### src/rtl/ub_read_sequencer_pkg.sv
// ---------------------------------------------------------------------------
// ub_read_sequencer_pkg
// Shared definitions for the unified-buffer read sequencer and the buffer
// itself: FSM state type, default geometry localparams, and helpers that
// derive address/data widths from the module parameters.
// ---------------------------------------------------------------------------
package ub_read_sequencer_pkg;

  typedef enum logic [1:0] {
    IDLE  = 2'd0,
    ISSUE = 2'd1,
    DRAIN = 2'd2
  } seq_state_t;

  // Default geometry: 2 lanes, 4 banks of 8 rows each.
  localparam int SaLength  = 2;
  localparam int AddrWidth = 3 + $clog2(4);
  localparam int DataWidth = 8 * SaLength;

  function automatic int addr_width_f(input int addr_bits, input int banks);
    return addr_bits + $clog2(banks);
  endfunction

  function automatic int data_width_f(input int lanes);
    return 8 * lanes;
  endfunction

endpackage

### src/rtl/ub_read_sequencer_lane_skew.sv
// ---------------------------------------------------------------------------
// ub_read_sequencer_lane_skew
// Delays one 8-bit lane and its valid flag by DEPTH clock-enabled cycles.
// DEPTH = 0 is a combinational bypass with no registers.
//
// Ports
//   clk, async_rst, sync_rst, en : clock, resets (both active high), enable
//   in_data / in_valid           : lane byte and its valid
//   out_data / out_valid         : same, DEPTH cycles later
// ---------------------------------------------------------------------------
module ub_read_sequencer_lane_skew #(
  parameter int DEPTH = 1
) (
  input  logic       clk,
  input  logic       async_rst,
  input  logic       sync_rst,
  input  logic       en,
  input  logic [7:0] in_data,
  input  logic       in_valid,
  output logic [7:0] out_data,
  output logic       out_valid
);

  generate
    if (DEPTH == 0) begin : g_bypass
      logic unused_ok;
      assign unused_ok = &{1'b0, clk, async_rst, sync_rst, en};
      assign out_data  = in_data;
      assign out_valid = in_valid;
    end else begin : g_shift
      logic [7:0]       data_q [DEPTH];
      logic [DEPTH-1:0] valid_q;

      always_ff @(posedge clk or posedge async_rst) begin
        if (async_rst) begin
          for (int s = 0; s < DEPTH; s++) data_q[s] <= '0;
          valid_q <= '0;
        end else if (sync_rst) begin
          for (int s = 0; s < DEPTH; s++) data_q[s] <= '0;
          valid_q <= '0;
        end else if (en) begin
          data_q[0]  <= in_data;
          valid_q[0] <= in_valid;
          for (int s = 1; s < DEPTH; s++) begin
            data_q[s]  <= data_q[s-1];
            valid_q[s] <= valid_q[s-1];
          end
        end
      end

      assign out_data  = data_q[DEPTH-1];
      assign out_valid = valid_q[DEPTH-1];
    end
  endgenerate

endmodule

### src/rtl/ub_read_sequencer.sv
// ---------------------------------------------------------------------------
// ub_read_sequencer
// Streams num_rows consecutive rows of the unified buffer, starting at
// base_addr, into the systolic array. Each row is split into SA_LENGTH
// byte lanes; lane i feeds array row i.
//
// Build option: define UB_RDSEQ_SKEW_EN to delay lane i by i extra cycles
// (diagonal skew). Without it all lanes of a row are presented together and
// no skew registers exist.
//
// Ports
//   clk        : rising-edge clock
//   async_rst  : asynchronous active-high reset
//   sync_rst   : synchronous active-high reset, wins over en
//   en         : clock enable, low freezes everything
//   start      : one-cycle request, honoured only when idle and done is low
//   base_addr  : first row to read
//   num_rows   : rows to stream, 0 .. 2^ADDR_W
//   rdaddr     : buffer read address (holds when not issuing)
//   rddata     : buffer data, valid one cycle after rdaddr
//   sa_data    : lane outputs, zero where the lane is not valid
//   sa_valid   : per-lane valid
//   busy       : job in progress
//   done       : one-cycle completion pulse
// ---------------------------------------------------------------------------
module ub_read_sequencer
  import ub_read_sequencer_pkg::*;
#(
  parameter  int SA_LENGTH  = 2,
  parameter  int ADDR_WIDTH = 3,
  parameter  int NO_BANKS   = 4,
  localparam int ADDR_W     = addr_width_f(ADDR_WIDTH, NO_BANKS),
  localparam int DATA_W     = data_width_f(SA_LENGTH)
) (
  input  logic                 clk,
  input  logic                 async_rst,
  input  logic                 sync_rst,
  input  logic                 en,
  input  logic                 start,
  input  logic [ADDR_W-1:0]    base_addr,
  input  logic [ADDR_W:0]      num_rows,
  output logic [ADDR_W-1:0]    rdaddr,
  input  logic [DATA_W-1:0]    rddata,
  output logic [DATA_W-1:0]    sa_data,
  output logic [SA_LENGTH-1:0] sa_valid,
  output logic                 busy,
  output logic                 done
);

`ifdef UB_RDSEQ_SKEW_EN
  localparam int SKEW = 1;
`else
  localparam int SKEW = 0;
`endif

  // Cycles spent in DRAIN after the last address: covers the buffer read,
  // the lane skew of the last lane and the output register.
  localparam int                DRAIN_W   = (SA_LENGTH > 0) ? $clog2(SA_LENGTH + 1) : 1;
  localparam logic [DRAIN_W-1:0] DRAIN_LAT = DRAIN_W'((SKEW != 0) ? SA_LENGTH : 1);

  seq_state_t           state;
  logic [ADDR_W:0]      row_cnt;
  logic [DRAIN_W-1:0]   drain_cnt;
  logic                 issue_v;
  logic                 rd_v;

  logic [7:0]           lane_d [SA_LENGTH];
  logic [SA_LENGTH-1:0] lane_v;

  // Control FSM. issue_v marks cycles where rdaddr carries a real request;
  // rd_v is that flag aligned with the returning rddata.
  always_ff @(posedge clk or posedge async_rst) begin
    if (async_rst) begin
      state     <= IDLE;
      row_cnt   <= '0;
      drain_cnt <= '0;
      issue_v   <= 1'b0;
      rd_v      <= 1'b0;
      rdaddr    <= '0;
      busy      <= 1'b0;
      done      <= 1'b0;
    end else if (sync_rst) begin
      state     <= IDLE;
      row_cnt   <= '0;
      drain_cnt <= '0;
      issue_v   <= 1'b0;
      rd_v      <= 1'b0;
      rdaddr    <= '0;
      busy      <= 1'b0;
      done      <= 1'b0;
    end else if (en) begin
      done <= 1'b0;
      rd_v <= issue_v;
      case (state)
        IDLE: begin
          // A start seen while done is still high belongs to the old job.
          if (start && !done) begin
            if (num_rows == '0) begin
              done <= 1'b1;
            end else begin
              state   <= ISSUE;
              busy    <= 1'b1;
              rdaddr  <= base_addr;
              issue_v <= 1'b1;
              row_cnt <= num_rows - (ADDR_W + 1)'(1);
            end
          end
        end
        ISSUE: begin
          if (row_cnt == '0) begin
            state     <= DRAIN;
            issue_v   <= 1'b0;
            drain_cnt <= DRAIN_LAT;
          end else begin
            // Natural overflow gives the modulo-2^ADDR_W wrap.
            rdaddr  <= rdaddr + ADDR_W'(1);
            row_cnt <= row_cnt - (ADDR_W + 1)'(1);
          end
        end
        DRAIN: begin
          if (drain_cnt == '0) begin
            state <= IDLE;
            busy  <= 1'b0;
            done  <= 1'b1;
          end else begin
            drain_cnt <= drain_cnt - DRAIN_W'(1);
          end
        end
        default: state <= IDLE;
      endcase
    end
  end

  // Per-lane skew: lane i sees i extra cycles of delay when skew is built in,
  // otherwise every lane is a plain bypass.
  generate
    for (genvar i = 0; i < SA_LENGTH; i++) begin : g_lane
      ub_read_sequencer_lane_skew #(
        .DEPTH(i * SKEW)
      ) u_skew (
        .clk      (clk),
        .async_rst(async_rst),
        .sync_rst (sync_rst),
        .en       (en),
        .in_data  (rddata[8*i +: 8]),
        .in_valid (rd_v),
        .out_data (lane_d[i]),
        .out_valid(lane_v[i])
      );
    end
  endgenerate

  // Output register; invalid lanes are forced to zero.
  always_ff @(posedge clk or posedge async_rst) begin
    if (async_rst) begin
      sa_data  <= '0;
      sa_valid <= '0;
    end else if (sync_rst) begin
      sa_data  <= '0;
      sa_valid <= '0;
    end else if (en) begin
      for (int i = 0; i < SA_LENGTH; i++) begin
        sa_valid[i]       <= lane_v[i];
        sa_data[8*i +: 8] <= lane_v[i] ? lane_d[i] : 8'h00;
      end
    end
  end

endmodule
### config.mk
export PLATFORM = sky130hd
export DESIGN_NAME = ub_read_sequencer
export DESIGN_NICKNAME = d
export VERILOG_FILES = /design/src/rtl/ub_read_sequencer_pkg.sv /design/src/rtl/ub_read_sequencer_lane_skew.sv /design/src/rtl/ub_read_sequencer.sv
export SDC_FILE = /design/constraint.sdc
export NUM_CORES = 1
export LEC_CHECK = 0
export ABC_AREA = 1
export CAP_MARGIN = 20
export CORE_MARGIN = 2
export CORE_UTILIZATION = 42
export DETAILED_ROUTE_END_ITERATION = 10
export HOLD_SLACK_MARGIN = 0.06
export PLACE_DENSITY = 0.87
export SYNTH_ARGS = -nofsm -noshare
export SYNTH_HDL_FRONTEND = slang
export SYNTH_SLANG_ARGS = --single-unit
### constraint.sdc
create_clock -name clk -period 1.4 [get_ports clk]
set_input_delay 0.28 -clock clk [delete_from_list [all_inputs] [get_ports clk]]
set_output_delay 0.28 -clock clk [all_outputs]
set_load 0.02 [all_outputs]
# Word level (Yosys, flattened, before mapping)

Cells that the tools add are included.

Register bits: 37
Output and inout bits: 25
Bits of input ports: 32

Add/subtract/negate cells: 4
Eq/ne operators: 8
Reduce and logical (&&, ||, !) cells: 15
Mux-type cells: 48

Operators by type and width:

| kind                                                                  | number |
|---|---|
| 16-bit two-way mux                                                    | 2 |
| 6-bit two-way mux                                                     | 5 |
| 5-bit two-way mux                                                     | 5 |
| 2-bit two-way mux                                                     | 12 |
| 5-bit AND reduction                                                   | 4 |
| 3-bit inequality test, second input constant                          | 6 |
| 8-bit two-way mux                                                     | 2 |
| 1-bit two-way mux                                                     | 15 |
| 6-bit logical NOT                                                     | 2 |
| 6-bit one-hot mux with 2 select lines                                 | 1 |
| 6-bit by 1-bit subtractor with 6-bit output, second input constant    | 2 |
| 5-bit one-hot mux with 2 select lines                                 | 1 |
| 3-bit nonzero test                                                    | 3 |
| 1-bit one-hot mux with 2 select lines                                 | 3 |
| 2-bit one-hot mux with 3 select lines                                 | 1 |
| 5-bit by 1-bit adder with 5-bit output, second input constant         | 1 |
| 2-bit logical NOT                                                     | 2 |
| 2-bit one-hot mux with 2 select lines                                 | 1 |
| 4-bit AND reduction                                                   | 1 |
| 2-bit by 1-bit equality test with 1-bit output, second input constant | 1 |
| 2-bit equality test, second input constant                            | 1 |
| 2-bit nonzero test                                                    | 1 |
| 2-bit by 1-bit subtractor with 2-bit output, second input constant    | 1 |
| 1-bit logical AND                                                     | 1 |
| 1-bit logical NOT                                                     | 1 |

# Longest topological paths before layout

Depth after elaboration: 6
Gate-level depth with buffers: 10

# Cells and area by module

A second synthesis with hierarchy kept.

Cell total of the unflattened synthesis: 234
Area, all modules: 2021.9 sq um

Modules (own cells, without submodules):

| module                      | area each (sq um) | cells each | times used |
|---|---|---|---|
| ub_read_sequencer           | 1886.8            | 216        | 1 |
| ub_read_sequencer_lane_skew | 67.6              | 9          | 2 |

# Worst setup path after synthesis

OpenSTA, ideal clock, no wires.

Path type: register to register
Start: register state[0]
End: register rdaddr[0]
Buffers on the path: 1
Data arrival time: 1.184 ns
Required time: 1.283 ns
Stages on the path, launching flop included: 11
Setup slack: 0.099 ns
Clock period less this slack: 1.301 ns
Library setup time: 0.117 ns
Path through: dfrtp_1 -> inv_2 -> nor2_4 -> nand2_2 -> nor2_1 -> nor2_1 -> nand2_2 -> buf_6 -> inv_6 -> nand2_1 -> nand2_1

Cells in the longest elaborated chain, start to end: 4

Ends and longest elaborated chain:

| element                                                                             | RTL line                 | text |
|---|---|---|
| from (decl)                                                                         | ub_read_sequencer.sv:61  | `seq_state_t state;` |
| from (signal assigned)                                                              | ub_read_sequencer.sv:74  | `state <= IDLE;` |
| from (signal assigned)                                                              | ub_read_sequencer.sv:83  | `state <= IDLE;` |
| from (signal assigned)                                                              | ub_read_sequencer.sv:101 | `state <= ISSUE;` |
| 2-bit by 1-bit equality test with 1-bit output or 2-bit logical NOT (tied branches) | ub_read_sequencer.sv:94  | `case (state)` |
| 5-bit one-hot mux with 2 select lines                                               | ub_read_sequencer.sv:94  |  |
| 5-bit two-way mux                                                                   | ub_read_sequencer.sv:91  | `end else if (en) begin` |
| 5-bit two-way mux                                                                   | ub_read_sequencer.sv:82  | `end else if (sync_rst) begin` |
| to (signal assigned)                                                                | ub_read_sequencer.sv:103 | `rdaddr <= base_addr;` |
| to (signal assigned)                                                                | ub_read_sequencer.sv:116 | `rdaddr <= rdaddr + ADDR_W'(1);` |
| to (decl)                                                                           | ub_read_sequencer.sv:42  | `output logic [ADDR_W-1:0] rdaddr,` |

Several ways; a longest one is shown, not always the timed one. The select of a mux whose other input is x is not followed.
A chain may end at the register's enable or synchronous reset.

# Final worst setup path

Start: register state[1]
End: register rdaddr[4]

The elaborated chain is that of the path after synthesis.

==> flow_metrics.env <==
export IMPL_slew_violations=0
export IMPL_setup_tns_final_ns=-0.212
export IMPL_synthSimpleGateAreaFrac=0.268
export IMPL_utilization=0.691
export IMPL_use_met3=0.0698
export IMPL_ios=57
export IMPL_final_layout_size_suffix_gt1_frac=0.260
export IMPL_worst_ep_required_time_ns=1.58
export IMPL_maxSlewHeadroom=0.780
export IMPL_ant_nets=0
export IMPL_routed_wl_um=5320
export IMPL_tightest_slew_ns=0.330
export IMPL_yosys_register_bits=36
export IMPL_busiest_layer="met2"
export IMPL_dpl_cell_count=378
export IMPL_clk_transition_reported_paths_ns=0.08
export IMPL_violations="negative setup slack"
export IMPL_cts_root_buf="clkbuf_8"
export IMPL_drt_iter0_drc=92
export IMPL_reg2reg_depth=9
export IMPL_synth_edff_count=0
export IMPL_ys_flop_type="dfrtp_1"
export IMPL_syn_area_um2=1870
export IMPL_final_cell_mix="67 x nand2_1, 34 x inv_1, 34 x dfrtp_1"
export IMPL_syn_nets=282
export IMPL_place_hpwl_um=3540
export IMPL_grt_usage=0.208
export IMPL_num_rows=24
export IMPL_antenna_found_initial=0
export IMPL_clock_fmax_ghz=0.694
export IMPL_yosysUniqueCellTypes=28
export IMPL_setup_worst_path_end_class="flip-flop"
export IMPL_viasPerCell=5.03
export IMPL_muxShareOfSynthArea=0
export IMPL_synthCells=248
export IMPL_post_drt_wl_per_cell_um=13.6
export IMPL_die_w_um=70.8
export IMPL_timing_final_ws_setup_ns=-0.0406
export IMPL_maxCapViolCount=0
export IMPL_powerDensity_nw_per_um2=1590
export IMPL_syn_avg_cell_area_um2=7.56
export IMPL_grt_pass1_wl_um=8420
export IMPL_clock_path_buffers=2
export IMPL_port_buffers=56
export IMPL_ys_warn_count=0
export IMPL_async_flop_share=1.00
export IMPL_insertion_delay_ns=0.29
export IMPL_tritoncts="done"
export IMPL_cp_start_kind="flip-flop"
export IMPL_use_met2=0.370
export IMPL_finalCritPeriodShare=1.03
export IMPL_numClockSinks=36
export IMPL_gr_usage_met1=0.235
export IMPL_layout_nets=371
export IMPL_dieArea_um2=5010
export IMPL_status="finished, violations left"
export IMPL_p_leak_nw=1.60
export IMPL_hold_buffers=0
export IMPL_synthXorXnorAreaFrac=0.0234
export IMPL_critPathArrivalTime_ns=1.62
export IMPL_htree_num_levels=2
export IMPL_synth_seq_area_share=0.481
export IMPL_holdWs_ns=0.197
export IMPL_drc=0
export IMPL_final_cell_count_no_fill=390
export IMPL_hold_path_class="input pin to asynchronous set/reset pin"
export IMPL_final_common_cell="nand2_1"
export IMPL_cts_buffers=5
export IMPL_finalSetupViolations=8
export IMPL_start_util=0.433
export IMPL_grt_max_degree=33
export IMPL_n_antenna_cell=0
export IMPL_critical_path_class="flip-flop to flip-flop"
export IMPL_routabilityCongestion=0.874
export IMPL_first_global_vias=2003
export IMPL_crit_path_max_fanout=7
export IMPL_syn_to_final_growth_pct=59.5
export IMPL_vias=1963
export IMPL_fp_dieH_um=70.8
export IMPL_synthAdderAreaFrac=0.0134
export IMPL_dr_pass1_iters=4
export IMPL_period_minus_slack_ns=1.44
export IMPL_vdd_drop_max_mv=0.894
export IMPL_rsz0062_at_grt="yes"
export IMPL_totalPowerFinal_w=0.00474
export IMPL_synth_compound_area_share=0.115
export IMPL_synth_top_family_by_area="simple AND/OR/NAND/NOR gates"
export IMPL_finalHoldViolCount=0
export IMPL_overflow=0
export IMPL_skew_ns=0.00445
export IMPL_core_um2=4320
==> logic make-up (layout without fill, tap and decap cells) <==
group,after synthesis,in the layout
simple gates,121,121
fa+ha+maj,2,2
compound gates,39,39
buf+inv,45,135
xor+xnor,5,5
flops,36,36
==> where the power goes <==
part	switching, W	internal (W)
Combinational	0.00141	0.00105
Sequential	0.000209	0.00128
Clock	0.000391	0.000398
==> area by class of cell <==
| cell class | instances | area [um2] |
|---|---|---|
| clock inverters | 2 | 15.0 |
| flip-flops and latches | 36 | 903 |
| fillers | 329 | 1340 |
| repair buffers | 87 | 806 |
| clock buffers | 6 | 82.6 |
| multi-input cells | 167 | 955 |
| inverters | 40 | 163 |
| well taps | 52 | 65.1 |
==> final timing paths <==
kind                                   startpoint                      to  slack, ns
max                          state[1]$_DFFE_PP0P_   rdaddr[4]$_DFFE_PP0P_      -0.04
min in group clk           sa_data[3]$_DFFE_PP0N_  sa_data[3]$_DFFE_PP0N_       0.48
max in group asynchronous               async_rst  row_cnt[0]$_DFFE_PP0P_       0.76
min                                     async_rst  sa_data[2]$_DFFE_PP0N_       0.20
max reg2reg                  state[1]$_DFFE_PP0P_   rdaddr[4]$_DFFE_PP0P_      -0.04
min reg2reg                sa_data[3]$_DFFE_PP0N_  sa_data[3]$_DFFE_PP0N_       0.48
==> stage by stage <==
stage | setup WS [ns] | area [um2]
after CTS | -0.00243 | 2830
after detailed placement | -0.431 | 2710
after global placement | -0.323 | 2710
final | -0.0406 | 2990
after floorplan | 0.0991 | 1870
after global routing | -0.109 | 2990
==> synthesized netlist by cell type (2+ instances only) <==
library cell   n  area [um2]
nor2_1        14        52.6
o21ai_2        3        26.3
ha_1           2        25.0
buf_2          2        10.0
dfrtp_1       36         901
nand2_1       85         319
inv_2          4        15.0
inv_1         35         131
xnor2_1        4        35.0
a21oi_1        4        20.0
nand3_1       14        70.1
o21ai_0       28         140
nand2_2        2        12.5
==> repair_timing <==
item                       CTS  global route
setup endpoints to repair   42            17
buffers inserted             1             3
pin swaps                    2            13
resized for setup           43            43
==> critical path: stages (launching register included) <==
cell     delay [ns]
dfrtp_2        0.49
nor2_4         0.17
nand2_2        0.10
nor2_1         0.11
nor2_1         0.06
nand2_2        0.11
buf_6          0.16
inv_8          0.05
nand2_2        0.04
nand2_1        0.05
==> layer usage <==
layer	share of wire	vias up
met2	0.52	70
met3	0.070	17
met5	0	-
li1	-	945
met4	0.022	0
met1	0.38	931
==> sequential cells by signal (all words and copies together), names as in the netlist <==
name and cells:
state 2, row_cnt 6, sa_valid 1, done 1, sa_data 16, rdaddr 5, rd_v 1, busy 1
issue_v 1, drain_cnt 2
No activity file was read; power rests on OpenSTA's default activity.
==> edit 1: new RTL, config.mk and constraints unchanged <==
Set the parameter `SA_LENGTH` to 4 (it was 2).
--- a/src/rtl/ub_read_sequencer.sv
+++ b/src/rtl/ub_read_sequencer.sv
@@ -27,5 +27,5 @@
   import ub_read_sequencer_pkg::*;
 #(
-  parameter  int SA_LENGTH  = 2,
+  parameter  int SA_LENGTH  = 4,
   parameter  int ADDR_WIDTH = 3,
   parameter  int NO_BANKS   = 4,
Interface: changed (resized rddata, sa_data and sa_valid); port bits go from 57 to 91. The function was not compared with the original's and may differ.
==> edit 1 against the unedited design <==
  * Die area rose by 41%
  * Setup slack improved by 0.021 ns
  * Wire length rose by 22%
  * Cell area rose by 34%
  * Largest power group unchanged
  * Synthesized area rose by 43%
  * Sequential cell count rose by 17
  * Synthesized cell count rose by 7.7%
  * Power rose by 20%
  * The run still ends with setup timing left
  * Largest cell class is now registers
==> edit 1: results (changes against the unedited design) <==
{| class="wikitable"
! Metric !! Value
|-
| Worst-case clock skew || 0.00738 ns (was 0.00445 ns)
|-
| Status || complete, but fails checks (unchanged)
|-
| Total of endpoints with negative setup slack in the final report || 7 (was 8)
|-
| Avg WL per Cell || 14.2 um (was 13.6 um)
|-
| Largest registers ranked by flip-flop count || sa_data x32, row_cnt x6, rdaddr x5 (was sa_data x16, row_cnt x6, rdaddr x5)
|-
| Share of synthesized area occupied by flip-flops and latches || 49.3% (was 48.1%)
|-
| Clock-pin slew of the registers on the worst-case setup and hold paths || 0.10 ns (was 0.08 ns)
|-
| Fin nets || 431 (was 371)
|-
| Via density per instance || 5.13 (was 5.03)
|-
| Failing checks || setup timing (unchanged)
|-
| Vias in the first global route || 2367 (was 2003)
|-
| Post-detailed-placement half-perimeter wirelength || 4770 um (was 3540 um)
|-
| Number of different library cells in the post-synthesis netlist || 32 (was 28)
|-
| Family with the most delay on the worst path || flip-flops (was simple AND/OR/NAND/NOR gates)
|-
| Detailed Route Iter0 Violations || 155 (was 92)
|-
| Endpoint of the worst register-to-register path || drain_cnt[0] (was rdaddr[4])
|-
| Total wire length || 6500 um (was 5320 um)
|-
| Max IR drop VDD || 0.000730 V (was 0.000894 V)
|-
| Syn_nets || 319 (was 282)
|-
| Placed instance count || 444 (was 378)
|-
| First-pass GRT wire length || 11300 um (was 8420 um)
|-
| Post-synthesis cell count || 267 (was 248)
|-
| Reg2Reg Depth || 8 (was 9)
|-
| Reported leakage power || 1.97 nW (was 1.60 nW)
|-
| Commonest cells in the synthesized netlist || 53 x sky130_fd_sc_hd__dfrtp_1, 50 x sky130_fd_sc_hd__nand2_1, 32 x sky130_fd_sc_hd__a32o_1 (was 85 x sky130_fd_sc_hd__nand2_1, 36 x sky130_fd_sc_hd__dfrtp_1, 35 x sky130_fd_sc_hd__inv_1)
|-
| Ratio of cells with drive above 1 in the final layout || 24.5% (was 26.0%)
|-
| Worst reg2reg path startpoint || state[0] (was state[1])
|-
| Worst rel slew slack || 77.5% (was 78.0%)
|-
| Fillers || 494 (was 329)
|-
| Largest net degree at the start of global routing || 37 (was 33)
|-
| CP peak stage delay || 0.51 ns (was 0.49 ns)
|-
| Final worst-path setup slack || -0.0199 ns (was -0.0406 ns)
|-
| Flop-to-flop setup slack || -0.02 ns (was -0.04 ns)
|-
| Leading post-synthesis cells by cell area || sky130_fd_sc_hd__dfrtp_1 49%, sky130_fd_sc_hd__a32o_1 12%, sky130_fd_sc_hd__nand2_1 7.0% (was sky130_fd_sc_hd__dfrtp_1 48%, sky130_fd_sc_hd__nand2_1 17%, sky130_fd_sc_hd__o21ai_0 7.5%)
|-
| Count of input and output buffers || 90 (was 56)
|-
| Routability congestion estimate from global placement || 0.761 (was 0.874)
|}
-- edit 1: cell count changes after synthesis, moves of 5 or more --
cell                      unedited run  this run
sky130_fd_sc_hd__nand2_1            85        50
sky130_fd_sc_hd__a32o_1              0        32
sky130_fd_sc_hd__dfrtp_1            36        53
sky130_fd_sc_hd__inv_1              35        18
sky130_fd_sc_hd__o21ai_0            28        11
sky130_fd_sc_hd__o21ai_1             0         7
sky130_fd_sc_hd__nor2_4              1         7
sky130_fd_sc_hd__buf_2               2         7
-- edit 1: final cells by class --
type | instances | share of cell area, %
clock buffers | 5 | 1.72
clock inverters | 3 | 0.658
inverters | 26 | 2.85
multi-input cells | 171 | 30.3
flip-flops and latches | 53 | 33.2
well taps | 77 | 2.41
repair buffers | 122 | 28.8
-- edit 1: what timing repair did --
action	CTS	global route
cloned	1	0
pin swaps	10	11
gates resized for setup	62	14
buffers inserted	2	2
endpoints found under the setup margin	62	32
-- edit 1: worst min-delay path by stage --
stage                     slack [ns]         start           end  depth (start not counted)
final                           0.28     async_rst   sa_data[27]                          2
after global routing            0.28     async_rst   sa_data[27]                          2
after CTS                       0.29     async_rst   sa_data[27]                          2
after detailed placement        0.48  drain_cnt[2]  drain_cnt[2]                          2
after global placement          0.47   sa_data[12]   sa_data[12]                          1
after floorplan                 0.34     async_rst          busy                          1
-- edit 1: layer usage --
metal	track usage [%]	routed length, um	up-vias
met5	0	0	-
met4	6.16	63	0
met3	4.45	347	4
met2	32.7	3390	72
met1	25.6	2700	1122
li1	-	-	1148
-- edit 1: stage by stage --
step | hold slack, ns | area [um^2] | utilization (%) | setup TNS, ns | setup slack [ns]
after global routing | 0.285 | 3990 | 63.6 | -1.83 | -0.136
after detailed placement | 0.475 | 3820 | 60.9 | -15.72 | -0.355
after CTS | 0.287 | 3940 | 62.8 | -0.0759 | -0.0238
final | 0.283 | 3990 | 63.6 | -0.0735 | -0.0199
after floorplan | 0.341 | 2690 | - | 0 | 0.0528
after global placement | 0.471 | 3820 | 60.9 | -14.17 | -0.310
-- edit 1: logic make-up after synthesis --
kind of cell             Yosys count  synth area share (%)
AO/OA/AOI/OAI                     61                  18.9
XOR/XNOR                           3                 0.978
adder cells (fa/ha/maj)            4                  1.86
buffers and inverters             44                  8.71
flip-flops                        53                  49.3
AND/OR/NAND/NOR                  102                  20.2
-- edit 1: report_power, final --
| group | internal, mW | leakage [nW] | switching, mW |
|---|---|---|---|
| Clock | 0.364 | 0.0423 | 0.518 |
| Sequential | 1.81 | 0.718 | 0.237 |
| Combinational | 1.24 | 1.21 | 1.54 |
==> edit 2: new RTL, same settings <==
Without the edit above. Make the reset (`async_rst`) synchronous in 3 clocked blocks. Comments in the files are not updated.
--- a/src/rtl/ub_read_sequencer_lane_skew.sv
+++ b/src/rtl/ub_read_sequencer_lane_skew.sv
@@ -32,5 +32,5 @@
       logic [DEPTH-1:0] valid_q;
 
-      always_ff @(posedge clk or posedge async_rst) begin
+      always_ff @(posedge clk) begin
         if (async_rst) begin
           for (int s = 0; s < DEPTH; s++) data_q[s] <= '0;
--- a/src/rtl/ub_read_sequencer.sv
+++ b/src/rtl/ub_read_sequencer.sv
@@ -70,5 +70,5 @@
   // Control FSM. issue_v marks cycles where rdaddr carries a real request;
   // rd_v is that flag aligned with the returning rddata.
-  always_ff @(posedge clk or posedge async_rst) begin
+  always_ff @(posedge clk) begin
     if (async_rst) begin
       state     <= IDLE;
@@ -152,5 +152,5 @@
 
   // Output register; invalid lanes are forced to zero.
-  always_ff @(posedge clk or posedge async_rst) begin
+  always_ff @(posedge clk) begin
     if (async_rst) begin
       sa_data  <= '0;
Check against the original RTL: differs if async_rst is asserted again (counterexample within 4 cycles, from zero or initial values and one cycle with async_rst high); with async_rst held inactive, the same outputs for 10 cycles.
==> edit 2 against the unedited design <==
  * The run still ends with setup timing left
  * Setup slack got worse by 0.029 ns
  * Fmax fell by 2.0%
  * Wire length rose by 12%
  * Cell area fell by 1.0%
  * Non-clock buffer count rose by 2
  * Synthesized area fell by 0.87%
  * Global-route usage fell by 0.66 points
  * Count of clock-buffer cells in the layout rose by 1
  * Sequential cell count did not move
Power is not compared: it rests on default switching activity, and its combinational part moved more than twofold at a synthesized area within 25%.
==> edit 2: results (changes against the unedited design) <==
{| class="wikitable"
! Metric !! Value
|-
| First-pass GRT wire length || 8140 um (was 8420 um)
|-
| Clock latency on the worst-skew pair || 0.27 ns (was 0.29 ns)
|-
| Failing checks || setup timing (unchanged)
|-
| Via density per instance || 5.34 (was 5.03)
|-
| Share of synthesized flip-flops with an asynchronous set or reset || 0% (was 100%)
|-
| Number of buffers other than clock buffers in the final layout || 89 (was 87)
|-
| Number of different library cells in the post-synthesis netlist || 31 (was 28)
|-
| Total of endpoints with negative setup slack in the final report || 7 (was 8)
|-
| Fraction of synthesized cell area in xor and xnor cells || 0.943% (was 2.34%)
|-
| Final Hold Slack || 0.455 ns (was 0.197 ns)
|-
| Syn_nets || 304 (was 282)
|-
| Fin nets || 389 (was 371)
|-
| Final worst-path setup slack || -0.0694 ns (was -0.0406 ns)
|-
| Share of synthesized area occupied by flip-flops and latches || 38.8% (was 48.1%)
|-
| Routability congestion estimate from global placement || 0.857 (was 0.874)
|-
| Detailed Route Iter0 Violations || 161 (was 92)
|-
| Post-detailed-placement half-perimeter wirelength || 3580 um (was 3540 um)
|-
| Status || complete, but fails checks (unchanged)
|-
| Largest net degree at the start of global routing || 20 (was 33)
|-
| Worst-path cell with the longest stage delay || sky130_fd_sc_hd__dfxtp_4 (was sky130_fd_sc_hd__dfrtp_2)
|-
| Worst Hold Class || reg -> reg (was in -> async)
|-
| Total wire length || 5970 um (was 5320 um)
|-
| Buffering overhead || 28.0% (was 27.0%)
|-
| Final-layout clock buffer total || 7 (was 6)
|-
| Layout sequential cell count || 36 (unchanged)
|-
| Vias in the first global route || 1899 (was 2003)
|-
| CP peak stage delay || 0.40 ns (was 0.49 ns)
|-
| Worst slack at placement || -0.313 ns (was -0.431 ns)
|-
| CTS resizes || 31 (was 43)
|}
-- edit 2: cell types whose count changed after synthesis, sizes merged, moves of 2 or more --
cell    before  now
clkinv       0    2
xnor2        4    0
buf          4   10
o21ai       31   13
nand4        0    4
dfrtp       36    0
nand3       14   28
a21oi        4   24
dfxtp        0   36
nand2       88   75
clkbuf       1    3
inv         40   22
nor2        16   40
-- edit 2: logic make-up after synthesis --
group                      count (synthesis)
adders and majority gates                  3
AOI/OAI and AO/OA                         40
DFF                                       36
buffers and inverters                     37
and+or+nand+nor                          151
xor gates and xnor gates                   2
-- edit 2: worst min-delay path: stages, from the launching register on --
cell and delay (ns):
sky130_fd_sc_hd__dfxtp_1 0.31, sky130_fd_sc_hd__inv_1 0.05, sky130_fd_sc_hd__a21oi_1 0.05
-- edit 2: metrics by stage --
step / setup TNS [ns] / area, um^2 / instances
3_3_place_gp: -3.61 / 2570 / 385
6_report: -0.181 / 2960 / 407
5_1_grt: -0.694 / 2960 / 407
4_1_cts: -0.0754 / 2690 / 398
3_5_place_dp: -4.79 / 2570 / 385
2_1_floorplan: -0.0975 / 1870 / 269
-- edit 2: worst paths after layout --
kind,end,cells after the start
max reg2reg,row_cnt[4],9
min reg2reg,busy,2
min,busy,2
max,row_cnt[4],9
-- edit 2: layer usage --
| metal | track usage (%) | part of all wire, % | up-vias |
|---|---|---|---|
| met2 | 35.1 | 51 | 109 |
| li1 | - | - | 1037 |
| met5 | 0 | 0 | - |
| met4 | 7.91 | 4.5 | 0 |
| met1 | 24.6 | 38 | 989 |
| met3 | 3.75 | 6.2 | 38 |
-- edit 2: power by group --
part | internal, mW | total [mW] | switching (mW) | leakage, nW
clock | 0.355 | 0.713 | 0.358 | 0.0424
sequential | 1.05 | 1.07 | 0.0245 | 0.294
combinational | 0.266 | 0.568 | 0.302 | 1.02
